==> src/rtl/cpu_mem_arb_pkg.sv <==
// rtl/cpu_mem_arb_pkg.sv - shared types and size encodings for the data memory arbiter
package cpu_mem_arb_pkg;

  typedef enum logic [1:0] {
    IDLE  = 2'd0,
    READ  = 2'd1,
    RESP  = 2'd2,
    WRITE = 2'd3
  } mem_arb_state_t;

  typedef enum logic {
    OWN_IF = 1'b0,
    OWN_DM = 1'b1
  } mem_arb_owner_t;

  localparam logic [1:0] SIZE_B = 2'b00;
  localparam logic [1:0] SIZE_H = 2'b01;
  localparam logic [1:0] SIZE_W = 2'b10;

endpackage

==> src/rtl/cpu_mem_lane_unit.sv <==
// rtl/cpu_mem_lane_unit.sv - load lane extraction/extension, store lane merge, alignment check
module cpu_mem_lane_unit
  import cpu_mem_arb_pkg::*;
(
  input  logic [1:0]  addr_lo,
  input  logic [1:0]  size,
  input  logic        zero_ext,
  input  logic [31:0] rdata,
  input  logic [31:0] wdata,
  output logic [31:0] load_data,
  output logic [31:0] merge_data,
  output logic        misaligned
);

  logic [7:0]  byte_sel;
  logic [15:0] half_sel;

  always_comb begin
    case (addr_lo)
      2'd0:    byte_sel = rdata[7:0];
      2'd1:    byte_sel = rdata[15:8];
      2'd2:    byte_sel = rdata[23:16];
      default: byte_sel = rdata[31:24];
    endcase
    half_sel = addr_lo[1] ? rdata[31:16] : rdata[15:0];
  end

  always_comb begin
    case (size)
      SIZE_B:  load_data = {{24{~zero_ext & byte_sel[7]}}, byte_sel};
      SIZE_H:  load_data = {{16{~zero_ext & half_sel[15]}}, half_sel};
      default: load_data = rdata;
    endcase
  end

  // Untouched lanes keep the word just read from memory.
  always_comb begin
    merge_data = rdata;
    case (size)
      SIZE_B: begin
        case (addr_lo)
          2'd0:    merge_data[7:0]   = wdata[7:0];
          2'd1:    merge_data[15:8]  = wdata[7:0];
          2'd2:    merge_data[23:16] = wdata[7:0];
          default: merge_data[31:24] = wdata[7:0];
        endcase
      end
      SIZE_H: begin
        if (addr_lo[1]) merge_data[31:16] = wdata[15:0];
        else            merge_data[15:0]  = wdata[15:0];
      end
      default: merge_data = wdata;
    endcase
  end

  always_comb begin
    misaligned = (size == 2'b11)
               | ((size == SIZE_H) & addr_lo[0])
               | ((size == SIZE_W) & (addr_lo != 2'b00));
  end

endmodule

==> src/rtl/cpu_mem_arbiter.sv <==
// rtl/cpu_mem_arbiter.sv - shares the single-port data memory between fetch and the memory unit
module cpu_mem_arbiter
  import cpu_mem_arb_pkg::*;
#(
  parameter int STARVE_LIMIT = 4
) (
  input  logic        i_clk,
  input  logic        i_reset_n,
  input  logic        i_if_req,
  input  logic [31:0] i_if_addr,
  output logic        o_if_gnt,
  output logic        o_if_rvalid,
  output logic [31:0] o_if_rdata,
  input  logic        i_dm_req,
  input  logic        i_dm_we,
  input  logic [1:0]  i_dm_size,
  input  logic        i_dm_unsigned,
  input  logic [31:0] i_dm_addr,
  input  logic [31:0] i_dm_wdata,
  output logic        o_dm_gnt,
  output logic        o_dm_rvalid,
  output logic [31:0] o_dm_rdata,
  output logic        o_dm_done,
  output logic        o_dm_err,
  output logic [31:0] o_mem_addr,
  output logic        o_mem_we,
  output logic [31:0] o_mem_wdata,
  input  logic [31:0] i_mem_rdata
);

  localparam int CNT_W = $clog2(STARVE_LIMIT + 1);
  localparam logic [CNT_W-1:0] LIMIT = CNT_W'(STARVE_LIMIT);

  mem_arb_state_t   state;
  mem_arb_owner_t   owner_q;
  logic [31:0]      addr_q;
  logic [31:0]      wdata_q;
  logic             we_q;
  logic [1:0]       size_q;
  logic             unsigned_q;
  logic [CNT_W-1:0] starve_cnt;

  logic        idle;
  logic        if_win;
  logic        dm_win;
  logic [1:0]  lane_addr;
  logic [1:0]  lane_size;
  logic [31:0] lane_load;
  logic [31:0] lane_merge;
  logic        lane_misaligned;

  // Grants are gated by reset so nothing is accepted while the block is held.
  always_comb begin
    idle   = (state == IDLE) & i_reset_n;
    if_win = idle & i_if_req & (~i_dm_req | (starve_cnt == LIMIT));
    dm_win = idle & i_dm_req & ~if_win;
  end

  // In IDLE the lane unit checks the live request; afterwards it serves the latched one.
  always_comb begin
    lane_addr = (state == IDLE) ? i_dm_addr[1:0] : addr_q[1:0];
    lane_size = (state == IDLE) ? i_dm_size : size_q;
  end

  cpu_mem_lane_unit u_lane (
    .addr_lo    (lane_addr),
    .size       (lane_size),
    .zero_ext   (unsigned_q),
    .rdata      (i_mem_rdata),
    .wdata      (wdata_q),
    .load_data  (lane_load),
    .merge_data (lane_merge),
    .misaligned (lane_misaligned)
  );

  always_comb begin
    o_if_gnt    = if_win;
    o_dm_gnt    = dm_win;
    o_dm_err    = dm_win & lane_misaligned;
    o_if_rvalid = (state == RESP) & (owner_q == OWN_IF);
    o_dm_rvalid = (state == RESP) & (owner_q == OWN_DM) & ~we_q;
    o_if_rdata  = o_if_rvalid ? i_mem_rdata : 32'h0;
    o_dm_rdata  = o_dm_rvalid ? lane_load : 32'h0;
    o_dm_done   = (state == WRITE);
    o_mem_addr  = 32'h0;
    o_mem_we    = 1'b0;
    o_mem_wdata = 32'h0;
    if (state == READ || state == WRITE) o_mem_addr = {addr_q[31:2], 2'b00};
    if (state == WRITE) begin
      o_mem_we    = 1'b1;
      o_mem_wdata = wdata_q;
    end
  end

  always_ff @(posedge i_clk or negedge i_reset_n) begin
    if (!i_reset_n) begin
      state      <= IDLE;
      owner_q    <= OWN_IF;
      addr_q     <= 32'h0;
      wdata_q    <= 32'h0;
      we_q       <= 1'b0;
      size_q     <= SIZE_W;
      unsigned_q <= 1'b0;
      starve_cnt <= '0;
    end else begin
      if (!i_if_req || if_win)             starve_cnt <= '0;
      else if (dm_win && starve_cnt != LIMIT) starve_cnt <= starve_cnt + 1'b1;

      case (state)
        IDLE: begin
          if (if_win) begin
            owner_q    <= OWN_IF;
            addr_q     <= i_if_addr;
            we_q       <= 1'b0;
            size_q     <= SIZE_W;
            unsigned_q <= 1'b0;
            wdata_q    <= 32'h0;
            state      <= READ;
          end else if (dm_win && !lane_misaligned) begin
            owner_q    <= OWN_DM;
            addr_q     <= i_dm_addr;
            we_q       <= i_dm_we;
            size_q     <= i_dm_size;
            unsigned_q <= i_dm_unsigned;
            wdata_q    <= i_dm_wdata;
            state      <= (i_dm_we && i_dm_size == SIZE_W) ? WRITE : READ;
          end
        end
        READ: state <= RESP;
        RESP: begin
          if (owner_q == OWN_DM && we_q) begin
            wdata_q <= lane_merge;
            state   <= WRITE;
          end else begin
            state <= IDLE;
          end
        end
        WRITE:   state <= IDLE;
        default: state <= IDLE;
      endcase
    end
  end

endmodule

==> config.mk <==
export PLATFORM = sky130hd
export DESIGN_NAME = cpu_mem_arbiter
export DESIGN_NICKNAME = d
export VERILOG_FILES = /design/src/rtl/cpu_mem_arb_pkg.sv /design/src/rtl/cpu_mem_lane_unit.sv /design/src/rtl/cpu_mem_arbiter.sv
export SDC_FILE = /design/constraint.sdc
export NUM_CORES = 1
export LEC_CHECK = 0
export CORE_UTILIZATION = 37
export CTS_CLUSTER_SIZE = 10
export DETAILED_ROUTE_END_ITERATION = 12
export PLACE_DENSITY = 0.78
export SETUP_SLACK_MARGIN = 0.5
export SYNTH_ARGS = -nofsm -noshare
export SYNTH_HDL_FRONTEND = slang
export SYNTH_SLANG_ARGS = --single-unit
==> constraint.sdc <==
create_clock -name i_clk -period 2.65 [get_ports i_clk]
set_input_delay 0.265 -clock i_clk [delete_from_list [all_inputs] [get_ports i_clk]]
set_output_delay 0.265 -clock i_clk [all_outputs]
set_load 0.01 [all_outputs]
==> out/results.tsv <==
stage	metric	value	unit
die	start_util	0.382	
grt	overflow	0	
pwr	leakage	5.70	nW
cts	clock_path_buffers	2	
finish	nNetsFinal	1138	
pwr	p_clk_frac	0.121	
grt	grt_pass1_wl	36.1	mm
grt	grt_pass1_vias	6472	
yosys	synthArstFlopShare	1.00	
sta	timing.final.ws_setup	-584	ps
pwr	p_comb_frac	0.685	
die	io_pins	271	
drt	vias	6871	
pwr	p_int	6.53	mW
sta	slew_violations	0	
yosys	seq_area_frac_synth	0.348	
placement	port_buffers	268	
sta	finalCriticalPeriod	3230	ps
cts	clock_sinks	74	
setup_path	worstPathRequired	2380	ps
sta	finalClockSkew	11.7	ps
worst_hold_path	min_path_type	primary input to asynchronous set/reset pin	
drt	drcViolationCount	0	
cts	cts_root_buf	clkbuf_16	
finish	diodes	0	
yosys	avgSynthCellArea	8.56	um^2
finish	syn_to_final_growth	100	%
die	die_h	122	um
sta	max-slew-margin-rel	0.368	
pwr	p_switching	4.57	mW
sta	rsz0062_at_grt	yes	
grt	antenna_found_initial	0	
pwr	ir_drop	0.640	mV
grt	grt_usage	0.326	
drt	detail_route.first_pass.iterations	6	
placement	gp_congestion	0.879	
pwr	power_density	1040	nW/um^2
sta	max_slew.worst_pin.slew	947	ps
yosys	syn-cell-area	5320	um^2
sta	fin_crit_sh	1.22	
setup_path	cp_max_fo	6	
yosys	synth_cell_types	57	
finish	drive_above_1_share	0.405	
cts	cts_tree	done	
run_status	status	complete, but fails checks	
die	dieArea	14900	um^2
drt	final_antenna_net_count	0	
pwr	p_sw_frac	0.412	
placement	dp_hpwl	16.0	mm
grt	grt_max_degree	72	
drt	via_per_inst	5.81	
cts	htreeDepth	3	
die	num_rows	43	
cts	path_clk_slew	70	ps
finish	utilization	0.765	
flow_run	timing.max_cap.violations	0	
sta	setup_viol	66	
cts	insertion_delay	340	ps
sta	fin_setup_tns	-13460	ps
drt	drt_iter0_markers	584	
sta	fmax	0.309	GHz
die	dieWidth	122	um
yosys	syn_inst	622	
pwr	p_seq_frac	0.194	
yosys	ys_ff_latch	74	
setup_path	worstPathArrival	2970	ps
yosys	synth_edf_count	0	
die	core_region_area	13900	um^2
yosys	synthFlopType	dfrtp_1	
setup_path	criticalPathCategory	flip-flop to output pin	
yosys	yosysWarningCount	0	
sta	hold_violations	0	
setup_path	worstSetupStartpointType	flip-flop	
run_status	violations	negative setup slack	
cts	cts_buffers	9	
drt	wl_per_cell	22.7	um
setup_path	crit_path_end_kind	output pin	
drt	drt_wl_total	26.8	mm
synth_stat cells (7+ instances only):
| cell type | count | area share |
|---|---|---|
| a21o_1 | 16 | 0.023 |
| a21oi_1 | 7 | 0.0066 |
| a22oi_1 | 17 | 0.024 |
| a31oi_1 | 21 | 0.025 |
| and2_1 | 63 | 0.074 |
| and3_1 | 33 | 0.039 |
| buf_2 | 7 | 0.0066 |
| clkbuf_1 | 43 | 0.030 |
| dfrtp_1 | 73 | 0.34 |
| mux2_2 | 18 | 0.038 |
| mux2i_1 | 53 | 0.10 |
| nand2_1 | 68 | 0.048 |
| nand3_1 | 19 | 0.018 |
| nor2_1 | 27 | 0.019 |
| o21ai_0 | 65 | 0.061 |
| o21bai_1 | 8 | 0.011 |
| o221ai_1 | 8 | 0.013 |
| o22ai_1 | 7 | 0.0082 |
logic make-up (layout without fill, tap and decap cells):
kind of cell             after synthesis  in the layout  synth area share
adder cells (fa/ha/maj)                2              2           0.00470
buffers and inverters                 65            445            0.0566
other                                  1              2          0.000704
AND/OR/NAND/NOR                      235            235             0.231
flip-flops                            74             74             0.348
AO/OA/AOI/OAI                        173            173             0.217
multiplexers                          72             72             0.142
layout by cell type (no fill, tap or decap), types with 5 or more instances in the layout:
master,instances
dfrtp_1,72
inv_1,5
and3_1,33
mux2_4,16
buf_6,96
buf_12,17
dlygate4sd2_1,10
a21o_1,16
buf_4,66
a31oi_1,18
nand2_1,52
nor2_1,17
buf_16,5
o21ai_1,44
o21ai_2,11
and2_4,39
dlymetal6s2s_1,29
buf_2,41
nor2_4,7
o221ai_1,7
and2_1,25
clkbuf_16,13
nand3_1,19
nand2_2,11
o21ai_0,11
mux2i_1,48
o22ai_1,5
buf_8,6
clkdlybuf4s50_1,136
a22oi_1,17
o21bai_1,7
clkbuf_2,10
power by group through the flow:
stage / combinational (mW) / clock (mW) / sequential [mW]
detailed placement: 4.98 / 0 / 2.08
floorplan: 2.90 / 0 / 1.92
global route: 7.98 / 1.42 / 2.21
finish: 7.60 / 1.35 / 2.15
CTS: 6.24 / 1.35 / 2.08
global placement: 4.87 / 0 / 2.05
flip-flops by register name (all words and copies together), names as in the netlist:
register	flops
addr_q	32
size_q	2
unsigned_q	1
state	2
we_q	1
starve_cnt	3
wdata_q	32
owner_q	1
final cells by class:
class / instances / area (um^2)
Fill cell: 917 / 3280
Timing Repair Buffer: 424 / 4400
Clock buffer: 10 / 239
Tap cell: 180 / 225
Inverter: 7 / 40.0
Sequential cell: 74 / 1850
Multi-Input combinational cell: 484 / 3830
Clock inverter: 4 / 76.3
worst paths after layout:
path | startpoint | end | slack, ps | cells after the start
max | state[1] | o_dm_rdata[20] | -580 | 11
min | i_reset_n | state[0] | 240 | 2
max reg2reg | state[0] | wdata_q[15] | -170 | 14
min reg2reg | addr_q[16] | addr_q[16] | 540 | 2
max in group asynchronous | i_reset_n | state[0] | 1780 | 2
min in group i_clk | i_reset_n | starve_cnt[0] | 410 | 4
through the flow:
step,hold slack (ps),cells,setup WS (ps),instance area (um^2),power (mW)
CTS,252,1146,-378,9740,9.67
floorplan,-30.6,623,85.3,5390,4.81
global route,319,1183,-641,10700,11.6
detailed placement,86.1,1089,-470,8620,7.06
global placement,86.6,1089,-446,8620,6.93
finish,237,1183,-584,10700,11.1
metal layers:
layer	part of all wire	global-route usage
met5	0	0
met4	0.064	0.185
met3	0.10	0.0950
met2	0.48	0.546
met1	0.35	0.371
what timing repair did:
action,in CTS,in global routing
pin swaps,30,44
hold buffers,1,0
cloned,8,5
resized for setup,477,252
hold endpoints to repair,3,0
setup endpoints to repair,185,179
setup buffers,34,32
critical path, cell delays in order, from the launching register on:
cell and delay [ps]:
dfrtp_1 430, or2_4 300, a31oi_1 250, o22ai_1 120, a211o_1 330, buf_6 150, a2111oi_4 420, buf_2 210
buf_6 110, buf_6 100, a21o_1 90, buf_2 130
(Power assumes the default switching activity.)
